===== src/rtl/alu_ctrl.sv =====
// alu_ctrl: front-end controller for a small ALU demo board.
//
// A bouncy push-button (click) is synchronized and debounced. Each clean press
// advances the operation select (mode), samples the operand switches into
// op_a/op_b, lets the external ALU settle for EXEC_CYC cycles, then captures
// the ALU result and flags and drives two active-low 7-segment digits.
//
// Ports
//   clk                     : single clock, rising edge
//   rst                     : synchronous active-high reset
//   click                   : raw asynchronous push-button, active-high
//   in1, in2 [n-1:0]        : operand switches (asynchronous)
//   alu_num [7:0]           : combinational ALU result
//   alu_neg/cero/carry/des  : ALU flags
//   mode [2:0]              : ALU operation select (0 add .. 7 shr)
//   op_a, op_b [n-1:0]      : registered operands to the ALU
//   num [7:0]               : captured result
//   neg/cero/carry/des      : captured flags
//   busy                    : high while an operation is in flight
//   out [1:0][6:0]          : active-low 7-seg, out[0] low nibble, out[1] high
`timescale 1ns/1ps

module alu_ctrl #(
  parameter int n        = 4,
  parameter int DB_CYC   = 4,
  parameter int EXEC_CYC = 2
) (
  input  logic            clk,
  input  logic            rst,
  input  logic            click,
  input  logic [n-1:0]    in1,
  input  logic [n-1:0]    in2,
  input  logic [7:0]      alu_num,
  input  logic            alu_neg,
  input  logic            alu_cero,
  input  logic            alu_carry,
  input  logic            alu_des,
  output logic [2:0]      mode,
  output logic [n-1:0]    op_a,
  output logic [n-1:0]    op_b,
  output logic [7:0]      num,
  output logic            neg,
  output logic            cero,
  output logic            carry,
  output logic            des,
  output logic            busy,
  output logic [1:0][6:0] out
);

  localparam int DW = $clog2(DB_CYC + 1);
  localparam int EW = $clog2(EXEC_CYC + 1);
  localparam logic [DW-1:0] DB_LAST = DW'(DB_CYC - 1);
  localparam logic [DW-1:0] DB_ONE  = DW'(1);
  localparam logic [EW-1:0] EX_LAST = EW'(EXEC_CYC - 1);
  localparam logic [EW-1:0] EX_ONE  = EW'(1);
  localparam logic [6:0]    SEG_ZERO = 7'b1000000;

  typedef enum logic [1:0] {
    IDLE = 2'd0,
    LOAD = 2'd1,
    EXEC = 2'd2
  } state_t;

  // Active-low hex digit, bit6 = g ... bit0 = a.
  function automatic logic [6:0] seg7(input logic [3:0] v);
    logic [6:0] s;
    case (v)
      4'h0:    s = 7'b1000000;
      4'h1:    s = 7'b1111001;
      4'h2:    s = 7'b0100100;
      4'h3:    s = 7'b0110000;
      4'h4:    s = 7'b0011001;
      4'h5:    s = 7'b0010010;
      4'h6:    s = 7'b0000010;
      4'h7:    s = 7'b1111000;
      4'h8:    s = 7'b0000000;
      4'h9:    s = 7'b0010000;
      4'hA:    s = 7'b0001000;
      4'hB:    s = 7'b0000011;
      4'hC:    s = 7'b1000110;
      4'hD:    s = 7'b0100001;
      4'hE:    s = 7'b0000110;
      4'hF:    s = 7'b0001110;
      default: s = 7'b1111111;
    endcase
    return s;
  endfunction

  logic            click_meta_r;
  logic            click_sync_r;
  logic            db_level_r;
  logic            db_prev_r;
  logic [DW-1:0]   db_cnt_r;
  logic            press_s;

  state_t          state_r;
  state_t          state_s;
  logic [EW-1:0]   exec_cnt_r;
  logic [EW-1:0]   exec_cnt_s;
  logic [2:0]      mode_s;
  logic [n-1:0]    op_a_s;
  logic [n-1:0]    op_b_s;
  logic [7:0]      num_s;
  logic [3:0]      flags_s;
  logic            busy_s;
  logic [1:0][6:0] out_s;

  // Synchronizer and debouncer: the level follows the synchronized button only
  // after it has differed for DB_CYC consecutive cycles.
  always_ff @(posedge clk) begin
    if (rst) begin
      click_meta_r <= 1'b0;
      click_sync_r <= 1'b0;
      db_level_r   <= 1'b0;
      db_prev_r    <= 1'b0;
      db_cnt_r     <= {DW{1'b0}};
    end else begin
      click_meta_r <= click;
      click_sync_r <= click_meta_r;
      db_prev_r    <= db_level_r;
      if (click_sync_r == db_level_r) begin
        db_cnt_r <= {DW{1'b0}};
      end else if (db_cnt_r == DB_LAST) begin
        db_level_r <= click_sync_r;
        db_cnt_r   <= {DW{1'b0}};
      end else begin
        db_cnt_r <= db_cnt_r + DB_ONE;
      end
    end
  end

  // One-cycle pulse on the debounced rising edge only.
  assign press_s = db_level_r & ~db_prev_r;

  // Next-state and next-output logic; everything holds unless the FSM acts.
  always_comb begin
    state_s    = state_r;
    exec_cnt_s = exec_cnt_r;
    mode_s     = mode;
    op_a_s     = op_a;
    op_b_s     = op_b;
    num_s      = num;
    flags_s    = {neg, cero, carry, des};
    busy_s     = busy;
    out_s      = out;
    case (state_r)
      IDLE: begin
        if (press_s) begin
          mode_s  = mode + 3'd1;
          op_a_s  = in1;
          op_b_s  = in2;
          busy_s  = 1'b1;
          state_s = LOAD;
        end else begin
          state_s = IDLE;
        end
      end
      LOAD: begin
        exec_cnt_s = {EW{1'b0}};
        state_s    = EXEC;
      end
      EXEC: begin
        // Presses arriving here (including the capture cycle) are dropped.
        if (exec_cnt_r == EX_LAST) begin
          num_s    = alu_num;
          flags_s  = {alu_neg, alu_cero, alu_carry, alu_des};
          out_s[0] = seg7(alu_num[3:0]);
          out_s[1] = seg7(alu_num[7:4]);
          busy_s   = 1'b0;
          state_s  = IDLE;
        end else begin
          exec_cnt_s = exec_cnt_r + EX_ONE;
        end
      end
      default: begin
        busy_s  = 1'b0;
        state_s = IDLE;
      end
    endcase
  end

  // State and output registers; reset aborts any operation without capture.
  always_ff @(posedge clk) begin
    if (rst) begin
      state_r                  <= IDLE;
      exec_cnt_r               <= {EW{1'b0}};
      mode                     <= 3'd0;
      op_a                     <= {n{1'b0}};
      op_b                     <= {n{1'b0}};
      num                      <= 8'h00;
      {neg, cero, carry, des}  <= 4'b0000;
      busy                     <= 1'b0;
      out                      <= {SEG_ZERO, SEG_ZERO};
    end else begin
      state_r                  <= state_s;
      exec_cnt_r               <= exec_cnt_s;
      mode                     <= mode_s;
      op_a                     <= op_a_s;
      op_b                     <= op_b_s;
      num                      <= num_s;
      {neg, cero, carry, des}  <= flags_s;
      busy                     <= busy_s;
      out                      <= out_s;
    end
  end

endmodule


===== config.mk =====
export PLATFORM = sky130hd
export DESIGN_NAME = alu_ctrl
export DESIGN_NICKNAME = d
export VERILOG_FILES = /design/src/rtl/alu_ctrl.sv
export SDC_FILE = /design/constraint.sdc
export NUM_CORES = 1
export LEC_CHECK = 0
export BUFFER_PORTS_ARGS = -buffer_cell sky130_fd_sc_hd__buf_2
export CORE_MARGIN = 1.5
export CORE_UTILIZATION = 51
export CTS_CLUSTER_SIZE = 28
export DETAILED_ROUTE_END_ITERATION = 8
export HOLD_SLACK_MARGIN = 0.05
export PLACE_DENSITY = 0.89
export SLEW_MARGIN = 20
export SYNTH_ARGS = -nofsm -noshare
export SYNTH_HDL_FRONTEND = slang
export SYNTH_SLANG_ARGS = --single-unit

===== constraint.sdc =====
create_clock -name clk -period 4.2 [get_ports clk]
set_clock_uncertainty 0.15 [all_clocks]
set_input_delay 0.21 -clock clk [delete_from_list [all_inputs] [get_ports clk]]
set_output_delay 0.21 -clock clk [all_outputs]
set_load 0.01 [all_outputs]

# Word-level counts from Yosys, hierarchy flattened
# Memory sizes are Yosys's and may differ from the RTL's. A register that Yosys moved wholly into a read port is not among the register bits.
# Index checks and enable logic that the tools add are counted.
# classes
n_addsub,3
n_mul,0
div,0
n_lt_le_gt_ge,0
eq_ne,8
shift,0
mux,8
bitwise,4
n_reduce_logical,8
# op_table
cell,count
$reduce_and A2 Y1,4
$add A3 B1 Y3 const B,2
$ne A2 B2 Y1 const B,3
$pmux W2 S3,1
$eq A2 B1 Y1 const B,2
$mux W2,2
$pmux W2 S2,1
$eq A3 B2 Y1 const B,1
$mux W1,3
$not A1 Y1,3
$pmux W1 S3,1
$reduce_and A3 Y1,1
$reduce_or A3 Y1,1
$add A2 B1 Y2 const B,1
$eq A2 B2 Y1 const B,1
$logic_not A2 Y1,1
$reduce_bool A2 Y1,1
$and A1 B1 Y1,1
$eq A1 B1 Y1,1
# word_totals
regBits,35
latchBits,0
ramBits,0
mem_bits_ro,224
input_bits,23
wordCells,49
n_memories,2
# mem_list
memory,depth,word_bits,rd,rd_clocked_by_memory_dff,wr,line,source
(no name shown),16,7,1,1,0,67,case (v)
(no name shown),16,7,1,1,0,67,

# Depth between registers and ports, before layout
# Gate-level depths: netlist of the first run.
# depth
ltp_word,4
depth_mapped,7
mapped_depth_nobuf,6

# Worst setup path after synthesis of the first run
# OpenSTA, ideal clock, no wires.
# synth_path
path_kind,register to register
from,register exec_cnt_r[1]
to,register out[0] (netlist bit)
setup_ns,0.128
t_arrival_ns,1.229
required_ns,3.922
path_slack_ns,2.694
stages_incl_launch_ff,8
path_buffers,2
synth_period_minus_slack_ns,1.506
cell_sequence,dfxtp_1 > inv_1 > ha_1 > and3b_1 > buf_4 > buf_6 > o22ai_1 > nor2_1
# synth_via
elab_chain_len,2
# synth_rtl
element,line,source
start: declaration,98,logic [EW-1:0] exec_cnt_r;
start signal: assignment,186,exec_cnt_r <= {EW{1'b0}};
start signal: assignment,196,exec_cnt_r <= exec_cnt_s;
$eq A2 B1 Y1,164,if (exec_cnt_r == EX_LAST) begin
$reduce_and A2 Y1 (no line),-,
end: declaration,47,output logic [1:0][6:0] out
# Every way passes these cells.
# A chain may end at the register's enable or synchronous reset.

# Worst setup path in the final report of the first run
# layout_path
from,register exec_cnt_r[0]
to,register out[11] (netlist bit)
# Same word-level chain as after synthesis.

==> metrics.csv, run 1 <==
stage,metric,value,unit
layout,antenna_cells,0,
detailed_routing,ant_nets,0,
timing,tns,0,ns
place,gp_congestion,0.822,
power_and_ir_drop,p_sw_share,23.3,%
logic_synthesis,seq_area_frac_synth,42.6,%
global_routing,grt_pass1_wl,7660,um
logic_synthesis,avgSynthCellArea,8.50,um^2
floorplanning,coreArea,4350,um^2
logic_synthesis,synth_common_cells,"49 x dfxtp_1, 49 x nand2_1, 34 x a21oi_1, 29 x nor2_1, 18 x ha_1",
logic_synthesis,ys_ff_latch,49,
layout,fin_cells,385,
timing,finalCritPeriodShare,53.6,%
timing,rsz0062_at_grt,false,
logic_synthesis,yosys-top-cells-area,"dfxtp_1 43%, ha_1 9.8%, nand2_1 8.0%, a21oi_1 7.4%, nor2_1 4.7%",
global_routing,grt_overflow,0,
logic_synthesis,synth_nets,312,
global_routing,grtUsageMet2,34.2,%
global_routing,grt.met3_usage,4.18,%
power_and_ir_drop,peakVddDrop,0.000182,V
place,dp_slack,1.97,ns
floorplanning,io_pins,61,
logic_synthesis,synth_edf_count,0,
global_routing,use_met1,23.2,%
logic_synthesis,yosysWarnings,0,
status,outcome,finished clean,
cts,root_buffer,clkbuf_8,
detailed_routing,vias,1986,
detailed_routing,wirelength,4750,um
power_and_ir_drop,total_leakage_power,1.21,nW
setup_path,crit_fanout,28,
timing,worst_slack,1.95,ns
floorplanning,die_area,4930,um^2
logic_synthesis,ys.flop_type,dfxtp_1,
detailed_routing,wl_per_cell,12.3,um
detailed_routing,viasPerCell,5.16,
cts,cts.sinks,49,
setup_path,critical_path_class,reg -> reg,
detailed_routing,drtIter0Drc,68,
setup_path,startpoint,exec_cnt_r[0],
logic_synthesis,ys_types,38,
place,portBuffers,60,
cts,clk_pin_slew,0.09,ns
logic_synthesis,synthArstFlopShare,0,%
timing,hold_viol_final,0,
setup_path,worstPathArrival,2.24,ns
detailed_routing,dr.pass1.iters,7,
worst_hold_path,hp-start,alu_num[4],
timing,fmax,444,MHz
timing,relSlewSlack,35.5,%
global_routing,grt_pass1_vias,1735,
layout,drive_gt1_share,21.3,%
setup_path,worstReg2RegStart,exec_cnt_r[0],
layout,n_fill_cell,365,
floorplanning,die_x,70.2,um
place,post-place-cells,365,
cts,h-tree-depth,2,
global_routing,globalRouteTotalUtil,19.2,%
logic_synthesis,synth_top_area_cell,dfxtp_1,
worst_hold_path,hp-class,in -> reg,
cts,numCtsBuffers,5,
timing,final_max_slew_viol_count,0,
floorplanning,start_util,52.9,%
global_routing,antenna_found_initial,0,
cts,worstSkewPairLatency,0.29,ns
cts,cts_tree,done,
setup_path,required,4.19,ns
global_routing,grt_max_degree,49,
power_and_ir_drop,cellPowerDensity,288,nW/um^2
timing,finalCriticalPeriod,2.25,ns
power_and_ir_drop,clkPwrFrac,33.0,%
layout,syn_to_final_growth,20.1,%
detailed_routing,drc,0,
power_and_ir_drop,intPower,0.611,mW
global_routing,busiest_layer,met2,
layout,nets,374,
power_and_ir_drop,switching_power,0.185,mW
power_and_ir_drop,pwr-share-seq,58.5,%
power_and_ir_drop,combPwrFrac,8.4,%
floorplanning,rows,24,
setup_path,crit_path_start_kind,flip-flop,
logic_synthesis,synthesis.area,2300,um^2
timing,finalSetupViolCount,0,
timing,worst_pin_slew,0.968,ns
cts,clk_path_buf_depth,2,
job,max_cap_violations,0,
logic_synthesis,syn_inst,271,
place,dpl.hpwl,3150,um
logic_synthesis,synth_top_area_share,42.6,%
floorplanning,die_h,70.2,um
setup_path,critPathCaptureType,flip-flop,
## through the flow
stage	hold slack, ns	power [mW]	util, %	instance area (um^2)
global placement	0.258	0.531	58.6	2550
CTS	0.0566	0.803	63.5	2760
detailed placement	0.269	0.533	58.6	2550
global route	0.0736	0.830	63.5	2760
finish	0.0635	0.796	63.5	2760
floorplan	0.188	0.513	-	2300
## per-layer routing
layer  vias to the layer above  wire length (um)
met4                         0                51
met2                        47              2330
met1                       906              2220
li1                       1029                 -
met5                         -                 0
met3                         4               157
## power by group through the flow
stage	logic (mW)	registers, mW	clock network (mW)
final	0.0670	0.466	0.263
after global routing	0.0736	0.466	0.290
after CTS	0.0658	0.466	0.271
after detailed placement	0.0561	0.477	0
after global placement	0.0546	0.477	0
after floorplan	0.0363	0.477	0
## cells by family after synthesis
| group | Yosys count | synth area share, % |
|---|---|---|
| AND/OR/NAND/NOR | 102 | 20.1 |
| multiplexers | 8 | 3.59 |
| adder cells (fa/ha/maj) | 18 | 9.78 |
| buffers and inverters | 29 | 6.79 |
| AO/OA/AOI/OAI | 62 | 16.0 |
| XOR/XNOR | 3 | 1.14 |
| flip-flops | 49 | 42.6 |
## state kept, by name (all words and copies together) (netlist names), 2 cells and up
register,count
state_r,2
db_cnt_r,3
mode,3
exec_cnt_r,2
op_b,4
op_a,4
out,14
num,8
## cell type report
type / instances / area [um^2] / share of cell area (%)
repair buffers: 73 / 430 / 15.6
clock inverters: 1 / 8.76 / 0.317
multi-input cells: 193 / 1160 / 42.1
well taps: 52 / 65.1 / 2.35
flip-flops and latches: 49 / 981 / 35.5
clock buffers: 6 / 72.6 / 2.63
inverters: 11 / 41.3 / 1.49
## cells in the final DEF, fill, tap and decap left out, types with 4 or more instances in the layout
cell type      instances
buf_2                 60
nand2_1               49
dfxtp_1               49
a21oi_1               34
nor2_1                29
ha_1                  18
dlygate4sd3_1         13
inv_1                 11
nor3_1                 9
mux2i_1                6
a211oi_1               5
clkbuf_8               5
a21o_1                 4
o22ai_1                4
## path summary, 6_finish.rpt
| path | to | slack, ns | depth (start not counted) |
|---|---|---|---|
| worst max-delay path | out[11] | 1.95 | 5 |
| worst max register to register | out[11] | 1.95 | 5 |
| worst min register to register | db_cnt_r[0] | 0.27 | 1 |
| worst min-delay path | num[4] | 0.06 | 3 |
## critical path, stage by stage (launching register included)
cell,delay (ns)
dfxtp_1,0.40
ha_1,0.29
and3b_1,0.83
o21ai_0,0.20
a21oi_1,0.17
nor3_1,0.06
## repair_timing
item | CTS | global route
setup buffers | 0 | 0
resized for setup | 0 | 0
endpoints found under the hold margin | 13 | 0
hold buffers | 13 | 0
Note: power is estimated with default switching activity, not from simulation.
==> run 2: changes to the inputs <==
--- a/config.mk
+++ b/config.mk
@@ -5,13 +5,14 @@
 export SDC_FILE = /design/constraint.sdc
 export NUM_CORES = 1
 export LEC_CHECK = 0
+export ABC_AREA = 1
 export BUFFER_PORTS_ARGS = -buffer_cell sky130_fd_sc_hd__buf_2
 export CORE_MARGIN = 1.5
-export CORE_UTILIZATION = 51
+export CORE_UTILIZATION = 47
 export CTS_CLUSTER_SIZE = 28
 export DETAILED_ROUTE_END_ITERATION = 8
 export HOLD_SLACK_MARGIN = 0.05
-export PLACE_DENSITY = 0.89
+export PLACE_DENSITY = 0.86
 export SLEW_MARGIN = 20
 export SYNTH_ARGS = -nofsm -noshare
 export SYNTH_HDL_FRONTEND = slang
==> constraint.sdc (replaced) <==
create_clock -name clk -period 1.9 [get_ports clk]
set_clock_uncertainty 0.15 [all_clocks]
set_input_delay 0.095 -clock clk [delete_from_list [all_inputs] [get_ports clk]]
set_output_delay 0.095 -clock clk [all_outputs]
set_load 0.01 [all_outputs]
==> metrics.csv, run 2 <==
stage,metric,value,unit,change
timing,hold_viol_final,0,,unchanged
layout,antenna_cells,0,,unchanged
logic_synthesis,synth_top_area_cell,dfxtp_1,,
layout,mostFrequentLayoutCell,buf_2,,
detailed_routing,ant_nets,0,,unchanged
layout,nets,414,,+11%
cts,cts.sinks,49,,unchanged
cts,clk_pin_slew,0.09,ns,about the same
global_routing,grt_pass1_vias,1969,,+13%
layout,regMostFlops,out,,
global_routing,grt_max_degree,38,,-22%
cts,cts_resized,0,,unchanged
cts,h-tree-depth,2,,unchanged
logic_synthesis,yosysWarnings,0,,unchanged
place,gp_congestion,0.870,,+5.9%
detailed_routing,wirelength,4980,um,+4.8%
floorplanning,rows,25,,+4.2%
setup_path,worstReg2RegStart,exec_cnt_r[0],,
setup_path,startpoint,rst,,
global_routing,globalRouteTotalUtil,20.1,%,+1.0 points
timing,fmax,615,MHz,
floorplanning,die_h,72.5,um,+3.3%
logic_synthesis,synth_common_cells,"50 x nor2_1, 49 x dfxtp_1, 40 x nand2_1, 34 x o21ai_0",,
cts,cts_tree,done,,
logic_synthesis,syn_inst,298,,+10%
floorplanning,die_area,5250,um^2,+6.7%
logic_synthesis,synth_edf_count,0,,unchanged
timing,holdWs,0.0606,ns,-0.00289 ns
detailed_routing,drc,0,,unchanged
setup_path,slowest_stage,inv_1,,
detailed_routing,drtIter0Drc,61,,-10%
global_routing,grt_overflow,0,,unchanged
cts,root_buffer,clkbuf_8,,
logic_synthesis,synthArstFlopShare,0,%,unchanged
status,outcome,finished clean,,
layout,largest_reg_flops,14,,unchanged
layout,final_cell_mix,"60 x buf_2, 50 x nor2_1, 49 x dfxtp_1",,
timing,tns,0,ns,unchanged
global_routing,grt_pass1_wl,8400,um,+9.6%
setup_path,critPathCaptureType,flip-flop,,
job,max_cap_violations,0,,unchanged
global_routing,antenna_found_initial,0,,unchanged
power_and_ir_drop,peakVddDrop,0.000403,V,+120%
logic_synthesis,ys_ff_latch,49,,unchanged
logic_synthesis,seq_area_frac_synth,43.2,%,+0.61 points
place,post_dp_cell_area,2580,um^2,+1.1%
floorplanning,io_pins,61,,unchanged
setup_path,required,1.99,ns,-2.20 ns
worst_hold_path,hp-class,in -> reg,,
timing,finalCriticalPeriod,1.63,ns,
power_and_ir_drop,total_leakage_power,1.44,nW,+19%
place,dpl.hpwl,3420,um,+8.7%
layout,drive_gt1_share,20.9,%,-0.41 points
setup_path,crit_chain,dlygate4sd3_1 > buf_2 > inv_1 > o21ai_0 > a21oi_1,,
logic_synthesis,ys.flop_type,dfxtp_1,,
cts,hold_buffers,19,,+6
layout,syn_to_final_growth,26.6,%,
floorplanning,die_x,72.5,um,+3.3%
timing,final_max_slew_viol_count,0,,unchanged
floorplanning,coreArea,4690,um^2,+7.8%
cts,cts_setup_buffers,0,,unchanged
layout,reg_top3,"out: 14 flops, num: 8 flops",,
cts,worstSkewPairLatency,0.30,ns,about the same
logic_synthesis,synth_nets,339,,+8.7%
detailed_routing,viasPerCell,4.93,,-4.4%
logic_synthesis,synth_top_area_share,43.2,%,+0.61 points
logic_synthesis,yosysMostFrequentCell,nor2_1,,
logic_synthesis,yosys-top-cells-area,"dfxtp_1 43%, ha_1 9.9%, nor2_1 8.3%, o21ai_0 7.5%, nand2_1 6.6%",,
layout,final_area,2870,um^2,+4.0%
timing,finalCritPeriodShare,85.6,%,
setup_path,worstPathArrival,1.71,ns,-0.53 ns
setup_path,slowest_delay,0.57,ns,-0.26 ns
place,portBuffers,60,,unchanged
floorplanning,start_util,48.4,%,-4.5 points
timing,relSlewSlack,47.0,%,+12 points
layout,fin_cells,427,,+11%
cts,clk_path_buf_depth,2,,unchanged
detailed_routing,dr.pass1.iters,5,,-2
setup_path,crit_fanout,32,,+14%
detailed_routing,wl_per_cell,11.7,um,-5.5%
setup_path,cp_top_family,buffers and inverters,,
setup_path,critical_path_class,in -> reg,,
place,post-place-cells,401,,+9.9%
logic_synthesis,ys_types,28,,-26%
timing,rsz0062_at_grt,false,,
cts,numCtsBuffers,5,,unchanged
timing,worst_pin_slew,0.794,ns,-0.174 ns
logic_synthesis,avgSynthCellArea,7.62,um^2,-10%
setup_path,crit_path_start_kind,input pin,,
setup_path,worst-path-buf-inv,3,,+3
detailed_routing,vias,2106,,+6.0%
power_and_ir_drop,cellPowerDensity,661,nW/um^2,+130%
logic_synthesis,synthesis.area,2270,um^2,-1.4%
worst_hold_path,hp-start,alu_num[1],,
timing,finalSetupViolCount,0,,unchanged
power_and_ir_drop,finalPower,1.90,mW,+140%
==> run 2: layer usage <==
layer,global-route usage [%],up-vias,share of wire [%]
li1,-,1106,-
met1,23.2,935,46
met2,36.7,58,47
met3,4.86,7,5.2
met4,6.29,0,1.1
met5,0,-,0
==> run 2: tightest hold or removal path, delay by kind of cell <==
kind	cells	cell delay [ns]
AO/OA/AOI/OAI	2	0.25
buffers and inverters	1	0.14
==> run 2: worst paths after layout <==
| check | end | slack (ns) | cells after the start |
|---|---|---|---|
| max | exec_cnt_r[0] | 0.27 | 5 |
| min | out[1] | 0.06 | 3 |
| max reg2reg | out[3] | 0.30 | 6 |
| min reg2reg | click_sync_r | 0.26 | 2 |
==> run 2: logic make-up (layout without fill, tap and decap cells) <==
family                     count (synthesis)  in the layout  synth area share, %
xor gates and xnor gates                   1              1                0.386
adders and majority gates                 18             18                 9.92
and+or+nand+nor                          114            114                 21.4
DFF                                       49             49                 43.2
AOI/OAI and AO/OA                         71             71                 16.5
buffers and inverters                     45            120                 8.49
==> run 2: final cells by class <==
| class | count | area, um^2 |
|---|---|---|
| fillers | 426 | 1820 |
| multi-input cells | 204 | 1100 |
| flip-flops and latches | 49 | 981 |
| repair buffers | 81 | 505 |
| inverters | 32 | 120 |
| clock buffers | 5 | 68.8 |
| well taps | 54 | 67.6 |
| clock inverters | 2 | 35.0 |
==> run 2: per-stage QoR <==
stage	util (%)	setup WS [ns]
2_1_floorplan	-	0.578
3_3_place_gp	55.0	0.394
3_5_place_dp	55.0	0.298
4_1_cts	61.3	0.250
5_1_grt	61.3	0.0899
6_report	61.3	0.274
==> run 2: power breakdown <==
part / leakage [nW] / switching, mW / internal, mW / total (mW)
Combinational: 0.987 / 0.0885 / 0.0710 / 0.159
Sequential: 0.395 / 0.00125 / 1.03 / 1.03
Clock: 0.0540 / 0.327 / 0.383 / 0.710
==> run 3: changes to the inputs <==
--- a/config.mk
+++ b/config.mk
@@ -6,13 +6,14 @@
 export NUM_CORES = 1
 export LEC_CHECK = 0
 export ABC_AREA = 1
-export BUFFER_PORTS_ARGS = -buffer_cell sky130_fd_sc_hd__buf_2
+export CORE_ASPECT_RATIO = 1.4
 export CORE_MARGIN = 1.5
-export CORE_UTILIZATION = 47
+export CORE_UTILIZATION = 51
 export CTS_CLUSTER_SIZE = 28
 export DETAILED_ROUTE_END_ITERATION = 8
+export DONT_BUFFER_PORTS = 1
 export HOLD_SLACK_MARGIN = 0.05
-export PLACE_DENSITY = 0.86
+export PLACE_DENSITY = 0.8
 export SLEW_MARGIN = 20
 export SYNTH_ARGS = -nofsm -noshare
 export SYNTH_HDL_FRONTEND = slang
==> metrics.csv, run 3 (synthesis gave the netlist of run 2 again) <==
stage,metric,value,unit,change
status,outcome,finished clean,,
detailed_routing,drtIter0Drc,96,,+57%
floorplanning,io_pins,61,,unchanged
cts,clk_path_buf_depth,2,,unchanged
cts,h-tree-depth,2,,unchanged
layout,drive_gt1_share,6.27,%,-15 points
timing,relSlewSlack,61.3,%,+14 points
timing,finalCritPeriodShare,84.4,%,-1.2 points
timing,final_max_slew_viol_count,0,,unchanged
detailed_routing,wirelength,4670,um,-6.2%
global_routing,globalRouteTotalUtil,20.9,%,+0.80 points
place,portBuffers,0,,-100%
timing,finalCriticalPeriod,1.60,ns,-0.0226 ns
detailed_routing,ant_nets,0,,unchanged
setup_path,crit_fanout,28,,-13%
layout,syn_to_final_growth,17.5,%,
cts,cts.sinks,49,,unchanged
floorplanning,die_h,81.9,um,+13%
layout,reg_top3,"out: 14 flops, num: 8 flops",,
global_routing,grt_max_degree,38,,unchanged
power_and_ir_drop,cellPowerDensity,760,nW/um^2,+15%
setup_path,worstPathArrival,1.66,ns,-0.05 ns
floorplanning,die_area,4870,um^2,-7.4%
layout,final_cell_mix,"50 x nor2_1, 49 x dfxtp_1, 40 x nand2_1",,
timing,tns,0,ns,unchanged
floorplanning,start_util,53.5,%,+5.2 points
setup_path,critical_path_class,in -> reg,,
cts,numCtsBuffers,5,,unchanged
detailed_routing,vias,1893,,-10%
layout,nets,359,,-13%
cts,clk_pin_slew,0.08,ns,about the same
timing,finalSetupViolCount,0,,unchanged
layout,n_fill_cell,376,,-12%
cts,cts_tree,done,,
place,dpl.hpwl,3080,um,-9.9%
floorplanning,die_x,59.4,um,-18%
floorplanning,coreArea,4240,um^2,-9.7%
place,gp_congestion,0.876,,+0.71%
worst_hold_path,hp-class,in -> reg,,
setup_path,slowest_stage,dlygate4sd3_1,,
floorplanning,rows,28,,+12%
setup_path,worst-path-buf-inv,4,,+1
detailed_routing,wl_per_cell,12.3,um,+5.6%
layout,largest_reg_flops,14,,unchanged
detailed_routing,dr.pass1.iters,4,,-1
timing,fmax,624,MHz,+1.4%
global_routing,grt_pass1_vias,1850,,-6.0%
layout,mostFrequentLayoutCell,nor2_1,,
timing,rsz0062_at_grt,false,,
place,post-place-cells,347,,-13%
setup_path,crit_top_cell,inv_1,,
timing,worst_pin_slew,0.578,ns,-0.216 ns
detailed_routing,drc,0,,unchanged
layout,regMostFlops,out,,
detailed_routing,viasPerCell,4.99,,+1.3%
setup_path,critPathCaptureType,flip-flop,,
power_and_ir_drop,total_leakage_power,1.19,nW,-17%
layout,fin_cells,379,,-11%
setup_path,crit_path_start_kind,input pin,,
power_and_ir_drop,peakVddDrop,0.000408,V,+1.3%
layout,antenna_cells,0,,unchanged
cts,worstSkewPairLatency,0.30,ns,about the same
cts,root_buffer,clkbuf_8,,
global_routing,grt_pass1_wl,7740,um,-7.8%
job,max_cap_violations,0,,unchanged
setup_path,cp_top_family,buffers and inverters,,
setup_path,slowest_delay,0.90,ns,+0.33 ns
timing,hold_viol_final,0,,unchanged
global_routing,grt_overflow,0,,unchanged
setup_path,required,1.96,ns,-0.03 ns
global_routing,antenna_found_initial,0,,unchanged
setup_path,crit_chain,dlygate4sd3_1 > inv_1 > buf_4 > o21a_1 > nand2_1 > inv_1,,
-- run 3: cell count changes in the layout (fill, tap and decap cells not counted) --
cell	change
buf_2	-60
dlygate4sd3_1	+3
dlymetal6s4s_1	+2
bufinv_16	+1
inv_1	-1
inv_2	+1
-- run 3: what timing repair did --
action                                 in CTS  in global routing
setup endpoints to repair                   0                  2
hold buffers                               24                  0
gates resized for setup                     0                  3
setup buffers                               0                  0
endpoints found under the hold margin      46                  0
-- run 3: worst paths after layout --
check                      from           end  slack (ns)  cells after the start
hold / removal       alu_num[5]        out[7]        0.06                      5
setup reg to reg  exec_cnt_r[0]        out[3]        0.33                      6
setup / recovery            rst        out[7]        0.30                      6
hold reg to reg    click_meta_r  click_sync_r        0.26                      2
-- run 3: through the flow --
| stage | hold slack [ns] | total power [mW] | area (um^2) | setup WS [ns] | utilization [%] |
|---|---|---|---|---|---|
| finish | 0.0609 | 2.03 | 2670 | 0.297 | 62.9 |
| global route | 0.101 | 2.12 | 2670 | 0.132 | 62.9 |
| CTS | 0.0516 | 2.05 | 2660 | 0.0120 | 62.8 |
| detailed placement | 0.0195 | 1.14 | 2290 | 0.352 | 54.0 |
| global placement | 0.0180 | 1.14 | 2290 | 0.409 | 54.0 |
| floorplan | 0.0520 | 1.14 | 2270 | 0.578 | - |
-- run 3: final cells by class --
| class | instances | area [um^2] | share of cell area (%) |
|---|---|---|---|
| Clock buffer | 5 | 68.8 | 2.58 |
| Clock inverter | 3 | 65.1 | 2.44 |
| Inverter | 32 | 120 | 4.50 |
| Multi-Input combinational cell | 204 | 1100 | 41.1 |
| Sequential cell | 49 | 981 | 36.8 |
| Tap cell | 60 | 75.1 | 2.82 |
| Timing Repair Buffer | 26 | 260 | 9.76 |
-- run 3: worst min-delay path: cells and delay by family --
family | cells | cell delay, ns
simple gates | 2 | 0.12
fa+ha+maj | 1 | 0.15
buf+inv | 1 | 0.04
compound gates | 1 | 0.08
-- run 3: report_power, final --
part | internal [mW] | switching, mW
registers | 1.03 | 0.00144
logic | 0.0643 | 0.0801
clock network | 0.522 | 0.330
total | 1.62 | 0.412
-- run 3: layer usage --
metal | up-vias | GRT usage, % | wire length (um)
li1 | 999 | - | -
met1 | 836 | 21.4 | 1850
met2 | 51 | 38.4 | 2430
met4 | 0 | 9.09 | 85
met3 | 7 | 6.30 | 308
met5 | - | 0 | 0
